$ cat src/rtl/or4_event_monitor_if.sv
// or4_event_monitor_if: bundles the request lines, the sample controls and the
// monitor results of or4_event_monitor.
//   master : drives a,b,c,d,en,clr and observes e,rise,count,sat,first
//   slave  : the monitor side (receives requests and produces results)
// CW sets the width of the event counter (2..16).
interface or4_event_monitor_if #(
  parameter int CW = 8
);
  logic          a;
  logic          b;
  logic          c;
  logic          d;
  logic          en;
  logic          clr;
  logic          e;
  logic          rise;
  logic [CW-1:0] count;
  logic          sat;
  logic [3:0]    first;

  modport master (
    output a, b, c, d, en, clr,
    input  e, rise, count, sat, first
  );

  modport slave (
    input  a, b, c, d, en, clr,
    output e, rise, count, sat, first
  );
endinterface

$ cat src/rtl/or4_event_monitor.sv
// or4_event_monitor: OR-reduces four request lines and filters the result so
// that only a request held for at least two enabled samples counts as an event.
// Ports:
//   clk   - single clock, rising edge
//   reset - asynchronous, active-high; returns everything to IDLE/zero
//   bus   - or4_event_monitor_if.slave
//           a,b,c,d in  : request lines
//           en      in  : sample enable (0 freezes all state, rise forced 0)
//           clr     in  : synchronous clear of count, sat and first
//           e       out : filtered OR (high while ACTIVE)
//           rise    out : one-cycle pulse per accepted event
//           count   out : saturating accepted-event counter (CW bits)
//           sat     out : count is at its maximum
//           first   out : {a,b,c,d} of the first event since reset/clr
module or4_event_monitor #(
  parameter int CW = 8
) (
  input  logic                  clk,
  input  logic                  reset,
  or4_event_monitor_if.slave    bus
);

  typedef enum logic [1:0] {
    IDLE   = 2'd0,
    PEND   = 2'd1,
    ACTIVE = 2'd2
  } state_t;

  localparam logic [CW-1:0] CNT_MAX = '1;

  // Counter increment that sticks at the maximum instead of wrapping.
  function automatic logic [CW-1:0] sat_inc(input logic [CW-1:0] v);
    return (v == CNT_MAX) ? v : v + 1'b1;
  endfunction

  state_t        state_p0;
  logic          e_p0;
  logic          rise_p0;
  logic [CW-1:0] count_p0;
  logic          sat_p0;
  logic [3:0]    first_p0;

  logic          s;
  logic [3:0]    req;
  logic [CW-1:0] count_inc;

  assign req       = {bus.a, bus.b, bus.c, bus.d};
  assign s         = |req;
  assign count_inc = sat_inc(count_p0);

  // Stage p0: filter FSM and event bookkeeping, all registered.
  always_ff @(posedge clk or posedge reset) begin
    if (reset) begin
      state_p0 <= IDLE;
      e_p0     <= 1'b0;
      rise_p0  <= 1'b0;
      count_p0 <= '0;
      sat_p0   <= 1'b0;
      first_p0 <= 4'b0000;
    end else begin
      rise_p0 <= 1'b0;
      if (bus.en) begin
        case (state_p0)
          IDLE: begin
            if (s) state_p0 <= PEND;
          end
          PEND: begin
            if (s) begin
              // Second consecutive high sample: the accepted event.
              state_p0 <= ACTIVE;
              e_p0     <= 1'b1;
              rise_p0  <= 1'b1;
              count_p0 <= count_inc;
              sat_p0   <= (count_inc == CNT_MAX);
              if (count_p0 == '0) first_p0 <= req;
            end else begin
              state_p0 <= IDLE;
            end
          end
          ACTIVE: begin
            if (!s) begin
              state_p0 <= IDLE;
              e_p0     <= 1'b0;
            end
          end
          default: begin
            state_p0 <= IDLE;
            e_p0     <= 1'b0;
          end
        endcase
      end
      // Placed last so a clear overrides a simultaneous event update, while
      // leaving the FSM, e and rise untouched.
      if (bus.clr) begin
        count_p0 <= '0;
        sat_p0   <= 1'b0;
        first_p0 <= 4'b0000;
      end
    end
  end

  assign bus.e     = e_p0;
  assign bus.rise  = rise_p0;
  assign bus.count = count_p0;
  assign bus.sat   = sat_p0;
  assign bus.first = first_p0;

endmodule
$ cat src/flat_wrapper.sv
// flat-port wrapper written by rule: the top's interface ports become plain ports
module or4_event_monitor_flat 
#(
  parameter int CW = 8
)
  (clk, reset, bus_a, bus_b, bus_c, bus_d, bus_en, bus_clr, bus_e, bus_rise, bus_count, bus_sat, bus_first);
  or4_event_monitor_if #(.CW(CW)) bus_i ();
  input  logic clk;
  input  logic reset;
  input wire logic [$bits(bus_i.a)-1:0] bus_a;
  input wire logic [$bits(bus_i.b)-1:0] bus_b;
  input wire logic [$bits(bus_i.c)-1:0] bus_c;
  input wire logic [$bits(bus_i.d)-1:0] bus_d;
  input wire logic [$bits(bus_i.en)-1:0] bus_en;
  input wire logic [$bits(bus_i.clr)-1:0] bus_clr;
  output wire logic [$bits(bus_i.e)-1:0] bus_e;
  output wire logic [$bits(bus_i.rise)-1:0] bus_rise;
  output wire logic [$bits(bus_i.count)-1:0] bus_count;
  output wire logic [$bits(bus_i.sat)-1:0] bus_sat;
  output wire logic [$bits(bus_i.first)-1:0] bus_first;
  assign bus_i.a = bus_a;
  assign bus_i.b = bus_b;
  assign bus_i.c = bus_c;
  assign bus_i.d = bus_d;
  assign bus_i.en = bus_en;
  assign bus_i.clr = bus_clr;
  assign bus_e = bus_i.e;
  assign bus_rise = bus_i.rise;
  assign bus_count = bus_i.count;
  assign bus_sat = bus_i.sat;
  assign bus_first = bus_i.first;
  or4_event_monitor #(.CW(CW)) u_core (.clk(clk), .reset(reset), .bus(bus_i));
endmodule
$ cat config.mk
export PLATFORM = sky130hd
export DESIGN_NAME = or4_event_monitor_flat
export DESIGN_NICKNAME = d
export VERILOG_FILES = /design/src/rtl/or4_event_monitor_if.sv /design/src/rtl/or4_event_monitor.sv /design/src/flat_wrapper.sv
export SDC_FILE = /design/constraint.sdc
export NUM_CORES = 1
export LEC_CHECK = 0
export ABC_AREA = 1
export ABC_CLOCK_PERIOD_IN_PS = 2790
export CORE_ASPECT_RATIO = 1.4
export CORE_MARGIN = 2
export CORE_UTILIZATION = 25
export DETAILED_ROUTE_END_ITERATION = 8
export DONT_BUFFER_PORTS = 1
export SYNTH_ARGS = -nofsm -noshare
export SYNTH_HDL_FRONTEND = slang
export SYNTH_SLANG_ARGS = --single-unit
export TNS_END_PERCENT = 50
$ cat constraint.sdc
create_clock -name clk -period 2.79 [get_ports clk]
set_input_delay 0.1395 -clock clk [delete_from_list [all_inputs] [get_ports clk]]
set_output_delay 0.1395 -clock clk [all_outputs]
set_load 0.03 [all_outputs]
Word level (Yosys, flattened, before mapping)
Cells that the tools add are included.
{ "op_classes": {"muxes": 24, "n_reduce_logical": 11, "multipliers": 0, "n_addsub": 1, "div": 0, "n_shift": 0, "eq_ne": 7, "bitwise": 1, "n_lt_le_gt_ge": 0} }
{ "ops": {"columns": ["cell", "count"], "rows": [
  ["2-to-1 mux 8 bit", 5],
  ["2-to-1 mux 4 bit", 5],
  ["== test 8 bit (second input constant)", 2],
  ["2-to-1 mux 1 bit", 9],
  ["adder 8 x 1 -> 8 bit (second input constant)", 1],
  ["logical NOT 8 bit", 1],
  ["AND reduction 4 bit", 2],
  ["nonzero test 2 bit", 4],
  ["2-to-1 mux 2 bit", 3],
  ["case mux 2 bit (3 select lines)", 1],
  ["AND reduction 3 bit", 2],
  ["inequality test 2 x 1 -> 1 bit (second input constant)", 2],
  ["OR reduction 4 bit", 1],
  ["case mux 1 bit (3 select lines)", 1],
  ["== test 2 x 1 -> 1 bit (second input constant)", 1],
  ["== test 2 bit (second input constant)", 1],
  ["logical NOT 2 bit", 1],
  ["inequality test 2 bit (second input constant)", 1],
  ["inverter 1 bit", 1]
]} }
{ "totals": {"wordCells": 50, "mem_count": 0, "out_inout_bits": 15, "input_bits": 8, "mem_bits_ro": 0, "register_bits": 17, "latchBits": 0, "mem_bits_rw": 0} }

Logic depth before layout (Yosys ltp)
{ "logic_depth": {"word_depth": 7, "depth_mapped": 11, "depth_no_buf": 11} }

Least setup slack after synthesis
OpenSTA, ideal clock, no wires.
{ "synth_timing": {"kind": "register -> register", "startpoint": "reg u_core.count_p0[1] (netlist: u_core.bus.count[1])", "endpoint": "reg u_core.sat_p0 (netlist: u_core.bus.sat)", "t_arrival_ns": 1.494, "required_ns": 2.724, "setup_slack_ns": 1.230, "period_less_slack_ns": 1.560, "path_buffers": 0, "path_stages_with_launch": 12, "setup_ns": 0.066, "path_cell_list": "dfrtp_1 > ha_1 > nand2_2 > nor2_4 > nand2_4 > nand2_2 > nand2_2 > nand2_2 > nand2_1 > nor2_1 > nand2_1 > nand2_1"} }
{ "synth_via": {"elab_chain_cells": 7, "word_cells_on_any_way": 8, "classes_between": "add/sub: 1; eq/ne: 2; mux: 5"} }
{ "synth_rtl": {"columns": ["element", "line", "source"], "rows": [
  ["start, declared", "or4_event_monitor.sv:39", "logic [CW-1:0] count_p0;"],
  ["start signal, assigned", "or4_event_monitor.sv:73", "count_p0 <= count_inc;"],
  ["adder 8 x 1 -> 8 bit or == test 8 bit (tied branches)", "or4_event_monitor.sv:33", "return (v == CNT_MAX) ? v : v + 1'b1;"],
  ["2-to-1 mux 8 bit *", "or4_event_monitor.sv:33", null],
  ["== test 8 bit *", "or4_event_monitor.sv:74", "sat_p0 <= (count_inc == CNT_MAX);"],
  ["2-to-1 mux 1 bit *", "or4_event_monitor.sv:68", "if (s) begin"],
  ["2-to-1 mux 1 bit *", "or4_event_monitor.sv:63", "case (state_p0)"],
  ["2-to-1 mux 1 bit *", "or4_event_monitor.sv:62", "if (bus.en) begin"],
  ["2-to-1 mux 1 bit *", "or4_event_monitor.sv:94", "if (bus.clr) begin"],
  ["end signal, assigned", "or4_event_monitor.sv:74", null],
  ["end, declared", "or4_event_monitor.sv:40", "logic sat_p0;"]
]} }
Mark *: on every way between the ends. The rest lies on a longest branch, timed or not. The select of a mux whose other input is x is not followed.
A chain may end at the register's enable or synchronous reset.

Worst setup path in the final report
{ "layout_timing": {"startpoint": "reg u_core.count_p0[0] (netlist: u_core.bus.count[0])", "endpoint": "reg u_core.sat_p0 (netlist: u_core.bus.sat)"} }
The elaborated chain is that of the path after synthesis.

==> flow_summary_export.csv <==
group,metric,value,unit
placed_design,placed_cells,172,
grt,globalRoute.totalOverflow,0,
hold_path,hp-class,"in2reg",
grt,grt_first_pass_wirelength,3750,um
synth,yosysWarningCount,0,
critical_path,crit_start,"u_core.bus.count[0]",
critical_path,path_delay_family,"simple AND/OR/NAND/NOR gates",
clock_network,numCtsBuffers,3,
critical_path,worstSetupPathType,"reg2reg",
critical_path,cp-endpoint,"u_core.bus.sat",
power,leakage,0.000526,uW
power,p_per_area,604,nW/um^2
timing,max_freq,586,MHz
timing,fin_skew,0.00239,ns
synth,synth_nets,140,
grt,grt_util_met2,18.2,%
grt,grt_max_degree,18,
die,floorplan.initialDensity,26.5,%
finish,regArea,425,um^2
synth,synth-seq-cells,17,
grt,antenna_found_initial,0,
die,fp-row-count,26,
timing,rsz0062_at_grt,"false",
route,via_count,818,
route,avgRoutedWirePerCell,12.3,um
critical_path,critPathSlowestCell,"dfrtp_1",
run_status,outcome,"finished clean",
finish,drive_above_1_share,13.2,%
die,die_w,56.9,um
route,drtIter0Drc,12,
critical_path,r2r_cells,11,
finish,final_common_cell,"nand2_1",
finish,final_util,29.7,%
clock_network,cts_root_buffer,"clkbuf_8",
synth,postSynthCellCount,130,
timing,finalCriticalPeriod,1.71,ns
route,ant_nets,0,
critical_path,critPathBufInv,0,
clock_network,clockBufferDepth,2,
synth,avgSynthCellArea,7.55,um^2
timing,hold-worst-slack,0.0321,ns
finish,area_delta_synth_final,12.1,%
finish,final_area,1100,um^2
die,fp.coreArea,3710,um^2
finish,antennaDiodeCount,0,
critical_path,max_stage_delay,0.58,ns
placed_design,place_hpwl,1740,um
hold_path,hold_depth,2,
grt,use_met3,3.29,%
grt,grt_use_total,10.9,%
grt,busiest_layer,"met2",
critical_path,reg2reg_from,"u_core.bus.count[0]",
timing,hold_viol,0,
finish,num-fill-cells,435,
synth,synth_cell_types,20,
route,routed_via_density,4.60,
die,io_pins,23,
route,drc,0,
clock_network,clk_latency,0.25,ns
finish,fin_cells,178,
critical_path,worst_r2r_endpoint,"u_core.bus.sat",
placed_design,postPlaceCellArea,1030,um^2
clock_network,h-tree-depth,1,
critical_path,startpoint_type,"register",
critical_path,cpMostUsedCell,"nand2_2",
timing,final-max-slew-violation-count,0,
critical_path,crit_arrival,1.90,ns
timing,finalSetupTns,0,ns
clock_network,cts_tree,"done",
critical_path,cp_max_fo,10,
timing,timing.final.crit_share,61.2,%
synth,syn-cell-area,981,um^2
timing,setup_viol,0,
critical_path,cp.depth,11,
timing,slew_headroom,55.8,%
finish,fin_nets,147,
route,dr.pass1.iters,4,
timing,worstMarginPinSlew,0.662,ns
finish,multi_input_area,492,um^2
clock_network,cts.reportedPaths.clkPinSlew,0.07,ns
die,die_y,78.1,um
critical_path,r2r_setup_slack,1.08,ns
critical_path,endpoint_kind,"register",
hold_path,hold_path_startpoint,"bus_d",
finish,final_cell_mix,"nand2_1 (37), nor2_1 (17), dfrtp_1 (17)",
flow_run,maxCapViolCount,0,
grt,grt_pass1_vias,797,
power,vdd_drop_max,0.328,mV
grt,met1_usage,13.3,%
clock_network,clock_sinks,17,
critical_path,required,2.98,ns
die,dieArea,4450,um^2
synth,ys_seq_area_share,43.4,%
placed_design,place_congestion,0.786,
critical_path,cp_cell_sequence,"ha_1, nand2_2, nor2_4, nand2_4, nand2_2, nand2_2, nand2_2, nand2_1, nor2_1, nand2_1, nand2_1",
route,finalWirelength,2190,um
clock_network,post_cts_resized,0,
placed_design,port_buffers,0,
## worst min path at each step
stage	end	slack, ns
floorplan	u_core.bus.count[0]	0.07
global placement	u_core.bus.rise	0.18
detailed placement	u_core.bus.rise	0.18
CTS	u_core.bus.first[2]	0.03
global route	u_core.bus.first[2]	0.03
finish	u_core.bus.first[0]	0.03
## what timing repair did
item	CTS	global route
hold endpoints to repair	18	0
hold buffers	2	0
buffers inserted	0	0
setup endpoints to repair	0	0
## registers in the layout (all words and copies together) (netlist names)
signal,cells
u_core.bus.count,8
u_core.bus.first,4
u_core.state_p0,2
u_core.bus.e,1
u_core.bus.rise,1
u_core.bus.sat,1
## synthesized netlist by cell type
library cell / count / share of area (%)
nand2_4: 1 / 1.1
inv_1: 15 / 5.7
nor2_4: 3 / 3.4
nand3_4: 1 / 1.8
o21ai_2: 1 / 0.89
nand3_1: 7 / 3.6
xor2_1: 1 / 0.89
nor2_1: 17 / 6.5
o21ai_0: 16 / 8.2
nand4_1: 2 / 1.3
nand2_2: 4 / 2.6
ha_1: 2 / 2.6
nand3_2: 1 / 1.0
clkinv_1: 1 / 0.38
nor3_2: 1 / 1.0
nor2_2: 1 / 0.64
inv_2: 1 / 0.38
a21oi_1: 1 / 0.51
dfrtp_1: 17 / 43
nand2_1: 37 / 14
## final cells by class
class	count	area share [%]
well taps	42	4.78
multi-input cells	96	44.7
inverters	17	5.80
flip-flops and latches	17	38.7
clock inverters	1	0.455
clock buffers	3	3.75
repair buffers	2	1.82
## metrics by stage
step | setup slack, ns | power, uW
6_report | 1.08 | 664
5_1_grt | 0.873 | 715
4_1_cts | 1.06 | 675
3_5_place_dp | 1.08 | 484
3_3_place_gp | 1.09 | 484
2_1_floorplan | 1.23 | 453
## kinds of logic after synthesis
| family | share of synthesized area (%) |
|---|---|
| flops | 43.4 |
| buf+inv | 6.50 |
| simple gates | 37.1 |
| xor+xnor | 0.893 |
| compound gates | 9.57 |
| fa+ha+maj | 2.55 |
## layer usage
metal	vias up	share of wire (%)
met1	367	41
li1	422	-
met3	4	7.1
met5	-	0
met2	25	51
met4	0	1.4
## where the power goes
group          switching (uW)  internal (uW)  leakage [uW]  total (uW)
clock network            86.5           99.1     0.0000255         186
registers                82.5            285      0.000231         367
logic                    74.0           37.6      0.000270         112
Power figures use the tool's default switching activity.
